File: src/rtl/fir_filter.sv
// rtl/fir_filter.sv - boxcar moving-average FIR with aligned reference and high-pass outputs
// Define FIR_RAM_CLEAR_EN to zero the history RAM after every reset.
module fir_filter #(
  parameter int DATA_WIDTH = 16,
  parameter int TAPS_LOG2  = 7
) (
  input  logic                         clk,
  input  logic                         rst,
  input  logic                         sample_valid,
  input  logic signed [DATA_WIDTH-1:0] data_in,
  output logic signed [DATA_WIDTH-1:0] data_out,
  output logic signed [DATA_WIDTH-1:0] high_pass_out,
  output logic signed [DATA_WIDTH-1:0] delayed_ref_out
);

  localparam int N     = 1 << TAPS_LOG2;
  localparam int ACC_W = DATA_WIDTH + TAPS_LOG2;
  localparam int HP_W  = DATA_WIDTH + 1;
  localparam logic [TAPS_LOG2-1:0] HALF = TAPS_LOG2'(N / 2);

`ifdef FIR_RAM_CLEAR_EN
  typedef enum logic [1:0] {IDLE, READ, CALC, CLEAR} state_t;
  localparam state_t RESET_STATE = CLEAR;
  localparam logic [TAPS_LOG2-1:0] PTR_LAST = TAPS_LOG2'(N - 1);
`else
  typedef enum logic [1:0] {IDLE, READ, CALC} state_t;
  localparam state_t RESET_STATE = IDLE;
`endif

  state_t state;
  state_t next_state;

  logic signed [DATA_WIDTH-1:0] ram [0:N-1];
  logic [TAPS_LOG2-1:0]         wr_ptr;
  logic signed [ACC_W-1:0]      acc;
  logic signed [DATA_WIDTH-1:0] sample_reg;
  logic signed [DATA_WIDTH-1:0] rd_old;
  logic signed [DATA_WIDTH-1:0] rd_ref;

  logic                         accept;
  logic                         calc;
  logic                         ram_we;
  logic signed [DATA_WIDTH-1:0] ram_wdata;
`ifdef FIR_RAM_CLEAR_EN
  logic                         clearing;
`endif

  logic signed [ACC_W-1:0]      new_acc;
  logic signed [DATA_WIDTH-1:0] new_avg;
  logic signed [HP_W-1:0]       hp_diff;
  logic signed [DATA_WIDTH-1:0] hp_sat;

  always_ff @(posedge clk) begin
    if (rst) begin
      state <= RESET_STATE;
    end else begin
      state <= next_state;
    end
  end

  always_comb begin
    next_state = state;
    case (state)
      IDLE:    if (sample_valid) next_state = READ;
      READ:    next_state = CALC;
      CALC:    next_state = IDLE;
`ifdef FIR_RAM_CLEAR_EN
      CLEAR:   if (wr_ptr == PTR_LAST) next_state = IDLE;
`endif
      default: next_state = IDLE;
    endcase
  end

  always_comb begin
    accept = 1'b0;
    calc   = 1'b0;
`ifdef FIR_RAM_CLEAR_EN
    clearing = 1'b0;
`endif
    case (state)
      IDLE: accept = sample_valid & ~rst;
      CALC: calc   = ~rst;
`ifdef FIR_RAM_CLEAR_EN
      CLEAR: clearing = ~rst;
`endif
      default: ;
    endcase
  end

`ifdef FIR_RAM_CLEAR_EN
  assign ram_we    = calc | clearing;
  assign ram_wdata = clearing ? '0 : sample_reg;
`else
  assign ram_we    = calc;
  assign ram_wdata = sample_reg;
`endif

  // Recursive running sum: drop the oldest sample, add the newest.
  always_comb begin
    new_acc = acc - ACC_W'(rd_old) + ACC_W'(sample_reg);
    new_avg = DATA_WIDTH'(new_acc >>> TAPS_LOG2);
    hp_diff = HP_W'(rd_ref) - HP_W'(new_avg);
    if (hp_diff[HP_W-1] != hp_diff[HP_W-2]) begin
      hp_sat = hp_diff[HP_W-1] ? {1'b1, {(DATA_WIDTH-1){1'b0}}}
                               : {1'b0, {(DATA_WIDTH-1){1'b1}}};
    end else begin
      hp_sat = hp_diff[DATA_WIDTH-1:0];
    end
  end

  // History RAM and its read registers carry no reset.
  always_ff @(posedge clk) begin
    if (ram_we) begin
      ram[wr_ptr] <= ram_wdata;
    end
    if (accept) begin
      sample_reg <= data_in;
      rd_old     <= ram[wr_ptr];
      rd_ref     <= ram[wr_ptr + HALF];
    end
  end

  always_ff @(posedge clk) begin
    if (rst) begin
      acc             <= '0;
      wr_ptr          <= '0;
      data_out        <= '0;
      high_pass_out   <= '0;
      delayed_ref_out <= '0;
    end else begin
      if (calc) begin
        acc             <= new_acc;
        wr_ptr          <= wr_ptr + TAPS_LOG2'(1);
        data_out        <= new_avg;
        delayed_ref_out <= rd_ref;
        high_pass_out   <= hp_sat;
      end
`ifdef FIR_RAM_CLEAR_EN
      if (clearing) begin
        wr_ptr <= wr_ptr + TAPS_LOG2'(1);
      end
`endif
    end
  end

endmodule

File: config.mk
export PLATFORM = sky130hd
export DESIGN_NAME = fir_filter
export DESIGN_NICKNAME = d
export VERILOG_FILES = /design/src/rtl/fir_filter.sv
export SDC_FILE = /design/constraint.sdc
export NUM_CORES = 2
export LEC_CHECK = 0
export ABC_AREA = 1
export CAP_MARGIN = 25
export CORE_ASPECT_RATIO = 0.7
export CORE_MARGIN = 2
export CORE_UTILIZATION = 45
export CTS_CLUSTER_SIZE = 8
export DETAILED_ROUTE_END_ITERATION = 6
export SLEW_MARGIN = 10
export SYNTH_ARGS = -nofsm -noshare
export SYNTH_HDL_FRONTEND = slang
export SYNTH_SLANG_ARGS = --single-unit
File: constraint.sdc
create_clock -name clk -period 10.7 [get_ports clk]
set_clock_uncertainty 0.05 [all_clocks]
set_input_delay 2.675 -clock clk [delete_from_list [all_inputs] [get_ports clk]]
set_output_delay 2.675 -clock clk [all_outputs]
set_load 0.02 [all_outputs]
==> results.rst <==
.. list-table::
   :header-rows: 1

   * - Metric
     - Value
   * - Seq cells post-synth
     - 2160
   * - Synth Area per Inst
     - 14.9 µm²
   * - Logic pwr share
     - 4.0%
   * - Core area
     - 182000 µm²
   * - Worst-path cell with the longest stage delay
     - buf_4
   * - Sequential cell area fraction in the yosys report
     - 77.6%
   * - Number of search-and-repair iterations in the first detailed-routing pass
     - 6
   * - Switching power summed over all nets
     - about 3.9 mW
   * - Critical path data required time
     - 11.39 ns
   * - Detailed-route via count
     - a little over 50000
   * - Routed len/inst
     - 29.8 µm
   * - Internal
     - between 10 and 15 mW
   * - Number of buffers inserted by port buffering
     - 66
   * - Yosys Warn Count
     - 0
   * - Start point of the critical path
     - ram_wdata[2]
   * - Vias in the first global route
     - roughly 48000
   * - Synth cell types
     - 55
   * - Worst path arrival time
     - about 6.2 ns
   * - Most Frequent Cell on Critical Path
     - nand2_1
   * - Buffer depth of the longest clock path
     - 4
   * - Portion of total power attributed to sequential cells
     - between 40 and 50%
   * - FF-to-FF End
     - high_pass_out[1]
   * - Source of the worst register-to-register timing path
     - ram_wdata[2]
   * - Register Area
     - 64200 µm²
   * - Leakage Power
     - 31.4 nW
   * - Number of fill cells
     - 14700
   * - Nets
     - roughly 5900
   * - Area of the die
     - 187000 µm²
   * - Count of buffers added by post-CTS timing repair for setup
     - 0
   * - Mapped cell area
     - 82800 µm²
   * - FF-to-FF setup slack
     - 5.21 ns
   * - Final Critical Period
     - 5.49 ns
   * - First-pass GRT wire length
     - 353000 µm
   * - Via-per-instance ratio
     - 6.11
   * - Effective utilization at floorplan
     - 45.4%
   * - Clock group share of total power
     - 46.4%
   * - Die boundary width
     - a little over 500 µm
   * - Critical path endpoint
     - high_pass_out[1]
   * - Setup repair after global routing missed its margin
     - false
   * - Classification of the worst-slack hold path
     - flop to flop
   * - Clock buffer count from CTS
     - roughly 310
   * - Worst path max stage delay
     - roughly 0.67 ns
   * - Clock tree root buffer cell
     - clkbuf_16
   * - Startpoint kind of the worst setup timing path
     - flop
   * - Maximum number of pins on one net before global-route repair
     - 130
   * - Setup-violating endpoint count in the final report
     - 0
   * - RePlAce Congestion
     - 0.929
   * - Pin slew with the least headroom to its limit
     - 1.19 ns
   * - Area growth from synthesis to layout
     - 15.4%
   * - Outcome
     - completed
   * - Final wirelength
     - 249000 µm
   * - Number of sinks driven by the clock tree
     - 2160
   * - MaxCap Viol Count
     - 0
   * - Post-Route Setup TNS
     - 0 ns
   * - Proportion of synthesized flip-flops having asynchronous set or reset
     - 0%
   * - Sw Ratio
     - 21.0%
   * - Count of final hold-check violations
     - 0
   * - Maximum net fanout on the critical path
     - 73
   * - Total DRC errors in the routed layout
     - 0
   * - Ratio of final minimum period to clock period
     - 51.3%
   * - Maximum vdd drop
     - around 0.16 mV
   * - Height of the chip
     - 363 µm
   * - Post-detailed-route count of antenna-violating nets
     - 0
   * - Number of max-slew violations in the final report
     - 0
   * - Number of synthesized flops with an enable pin
     - 2096
   * - Share of final-layout standard cells stronger than drive strength 1
     - ~11%
   * - Hold buffer count at CTS
     - 0
   * - Antenna violations before repair
     - 10
   * - Clock network latency to the later pin of the worst-skew pair
     - 0.84 ns
   * - Iteration-0 DRC Markers
     - around 8300
   * - Max_slew headroom
     - 20.3%
   * - Capturing element type of the critical path
     - flop
   * - Overall track demand over capacity in global routing
     - 26.2%
   * - Half-perimeter wire length after detailed placement
     - 145000 µm
   * - P per Cell Area
     - 196 nW/µm²
   * - H-tree level count
     - 5
   * - Number of gates given a new drive strength after cts
     - 0
   * - Critical setup path kind
     - flop to flop
   * - PnR Total Power
     - 18.7 mW
   * - Worst-case reg-to-reg path depth
     - 25
   * - IO Pins
     - 67
   * - Synthesized netlist cell count
     - 5554
   * - Synthesized netlist net count
     - 5629
   * - Gr ovfl total
     - 0
   * - Multi-input logic area
     - 16200 µm²
   * - Max Freq
     - ~180 MHz
   * - CTS tree
     - done
   * - Number of standard-cell rows in the floorplan
     - 131
   * - Clock-pin transition on the worst setup and hold timing paths
     - 0.05 ns
   * - Primary FF master, synth
     - edfxtp_1
logic make-up (layout without fill, tap and decap cells):
family	Yosys count	after routing	share of synthesized area, %
DFF	2160	2160	77.6
and+or+nand+nor	1673	1673	8.65
AOI/OAI and AO/OA	1058	1058	9.54
buffers and inverters	581	922	2.86
adders and majority gates	56	56	1.06
xor gates and xnor gates	24	24	0.254
muxes	2	2	0.0242
other	0	2	0
cell type report:
cell class | count | share of cell area [%]
Timing Repair Buffer | 286 | 2.61
Clock buffer | 346 | 8.52
Multi-Input combinational cell | 2813 | 17.0
Antenna cell | 2 | 0.00524
Sequential cell | 2160 | 67.3
Tap cell | 2460 | 3.22
Clock inverter | 15 | 0.222
Inverter | 275 | 1.13
flip-flops by register name, summed over array words and instances, names as in the netlist:
register         flops
acc                  7
data_out            16
delayed_ref_out     16
high_pass_out       16
ram               2048
ram_wdata           16
rd_old              16
rd_ref              16
state                2
wr_ptr               7
through the flow:
step | utilization, % | instance area, µm² | hold slack (ns) | std cells | setup WS [ns]
2_1_floorplan | - | 82800 | 0.384 | 5554 | 3.73
3_3_place_gp | 47.7 | 87000 | 0.393 | 7982 | 4.73
3_5_place_dp | 47.7 | 87100 | 0.401 | 7991 | 4.98
4_1_cts | 52.3 | 95400 | 0.417 | 8352 | 5.32
5_1_grt | 52.3 | 95500 | 0.433 | 8356 | 4.85
6_report | 52.3 | 95500 | 0.415 | 8357 | 5.21
per-layer routing:
layer,track usage (%),wire (µm),up-vias
met2,35.2,102000,3270
met1,39.9,106000,25800
met5,0,13,-
met4,7.04,6250,2
met3,9.23,34800,351
li1,-,-,21700
cell usage in the layout, fill, tap and decap left out, types with 7 or more instances in the layout:
| cell | instances |
|---|---|
| nor2_1 | 182 |
| nand3_2 | 11 |
| o21ai_0 | 70 |
| dfxtp_1 | 63 |
| clkbuf_16 | 321 |
| a21oi_2 | 13 |
| clkbuf_1 | 24 |
| nor3_1 | 24 |
| nand2_1 | 1094 |
| a31oi_1 | 26 |
| buf_12 | 11 |
| inv_1 | 255 |
| inv_2 | 11 |
| edfxtp_1 | 2096 |
| a41oi_1 | 36 |
| buf_4 | 201 |
| nand4_1 | 194 |
| nand3_1 | 94 |
| fa_1 | 23 |
| xor2_1 | 14 |
| clkdlybuf4s50_1 | 65 |
| a21oi_1 | 159 |
| nor2_4 | 7 |
| nand2_2 | 27 |
| nor2_2 | 20 |
| xnor2_1 | 10 |
| a22oi_1 | 312 |
| o31ai_1 | 17 |
| o2bb2ai_1 | 16 |
| a22o_1 | 155 |
| ha_1 | 33 |
| a221oi_1 | 228 |
synthesized netlist by cell type, drive strengths merged (2+ instances only):
cell	count	area (µm²)
xor2	14	123
a41oi	36	315
nor3b	3	22.5
a31o	2	17.5
ha	33	413
nand3b	6	61.3
buf	164	803
dfxtp	64	1280
o32ai	2	17.5
o2bb2ai	16	140
nand2	1122	4280
o31ai	18	135
a21oi	172	910
fa	23	460
nand4	194	1210
a22oi	312	2340
nor4	3	18.8
o21ai	74	370
edfxtp	2096	62900
a22o	155	1360
a211oi	3	22.5
mux2i	2	20.0
clkinv	4	15.0
a221oi	228	2000
xnor2	10	87.6
o21bai	5	37.5
clkbuf	142	533
and3	2	12.5
a21o	2	15.0
and2	2	12.5
nor2	209	815
inv	271	1020
nand3	105	581
a2111oi	2	17.5
nor3	26	135
o21a	2	15.0
a31oi	26	163
power by group through the flow:
stage	combinational (mW)	clock [mW]	sequential, mW
2_1_floorplan	0.427	0	9.50
6_report	0.743	8.70	9.30
3_3_place_gp	0.723	0	9.45
5_1_grt	0.807	9.12	9.29
3_5_place_dp	0.726	0	9.45
4_1_cts	0.729	8.79	9.30
worst min path at each step:
stage                     cells past startpoint                 from                   to
after floorplan                               2             state[0]             state[1]
after global placement                        2             state[0]             state[1]
after detailed placement                      2             state[0]             state[1]
after CTS                                     2   delayed_ref_out[8]   delayed_ref_out[8]
after global routing                          2  delayed_ref_out[14]  delayed_ref_out[14]
final                                         2   delayed_ref_out[0]   delayed_ref_out[0]
worst max-delay path: cells and delay by family, from the launching register on:
| kind | cells | cell delay, ns |
|---|---|---|
| xor+xnor | 1 | 0.27 |
| simple gates | 9 | 1.11 |
| flops | 1 | 0.32 |
| fa+ha+maj | 3 | 1.24 |
| compound gates | 7 | 1.38 |
| buf+inv | 5 | 1.01 |
(Power assumes the default switching activity.)
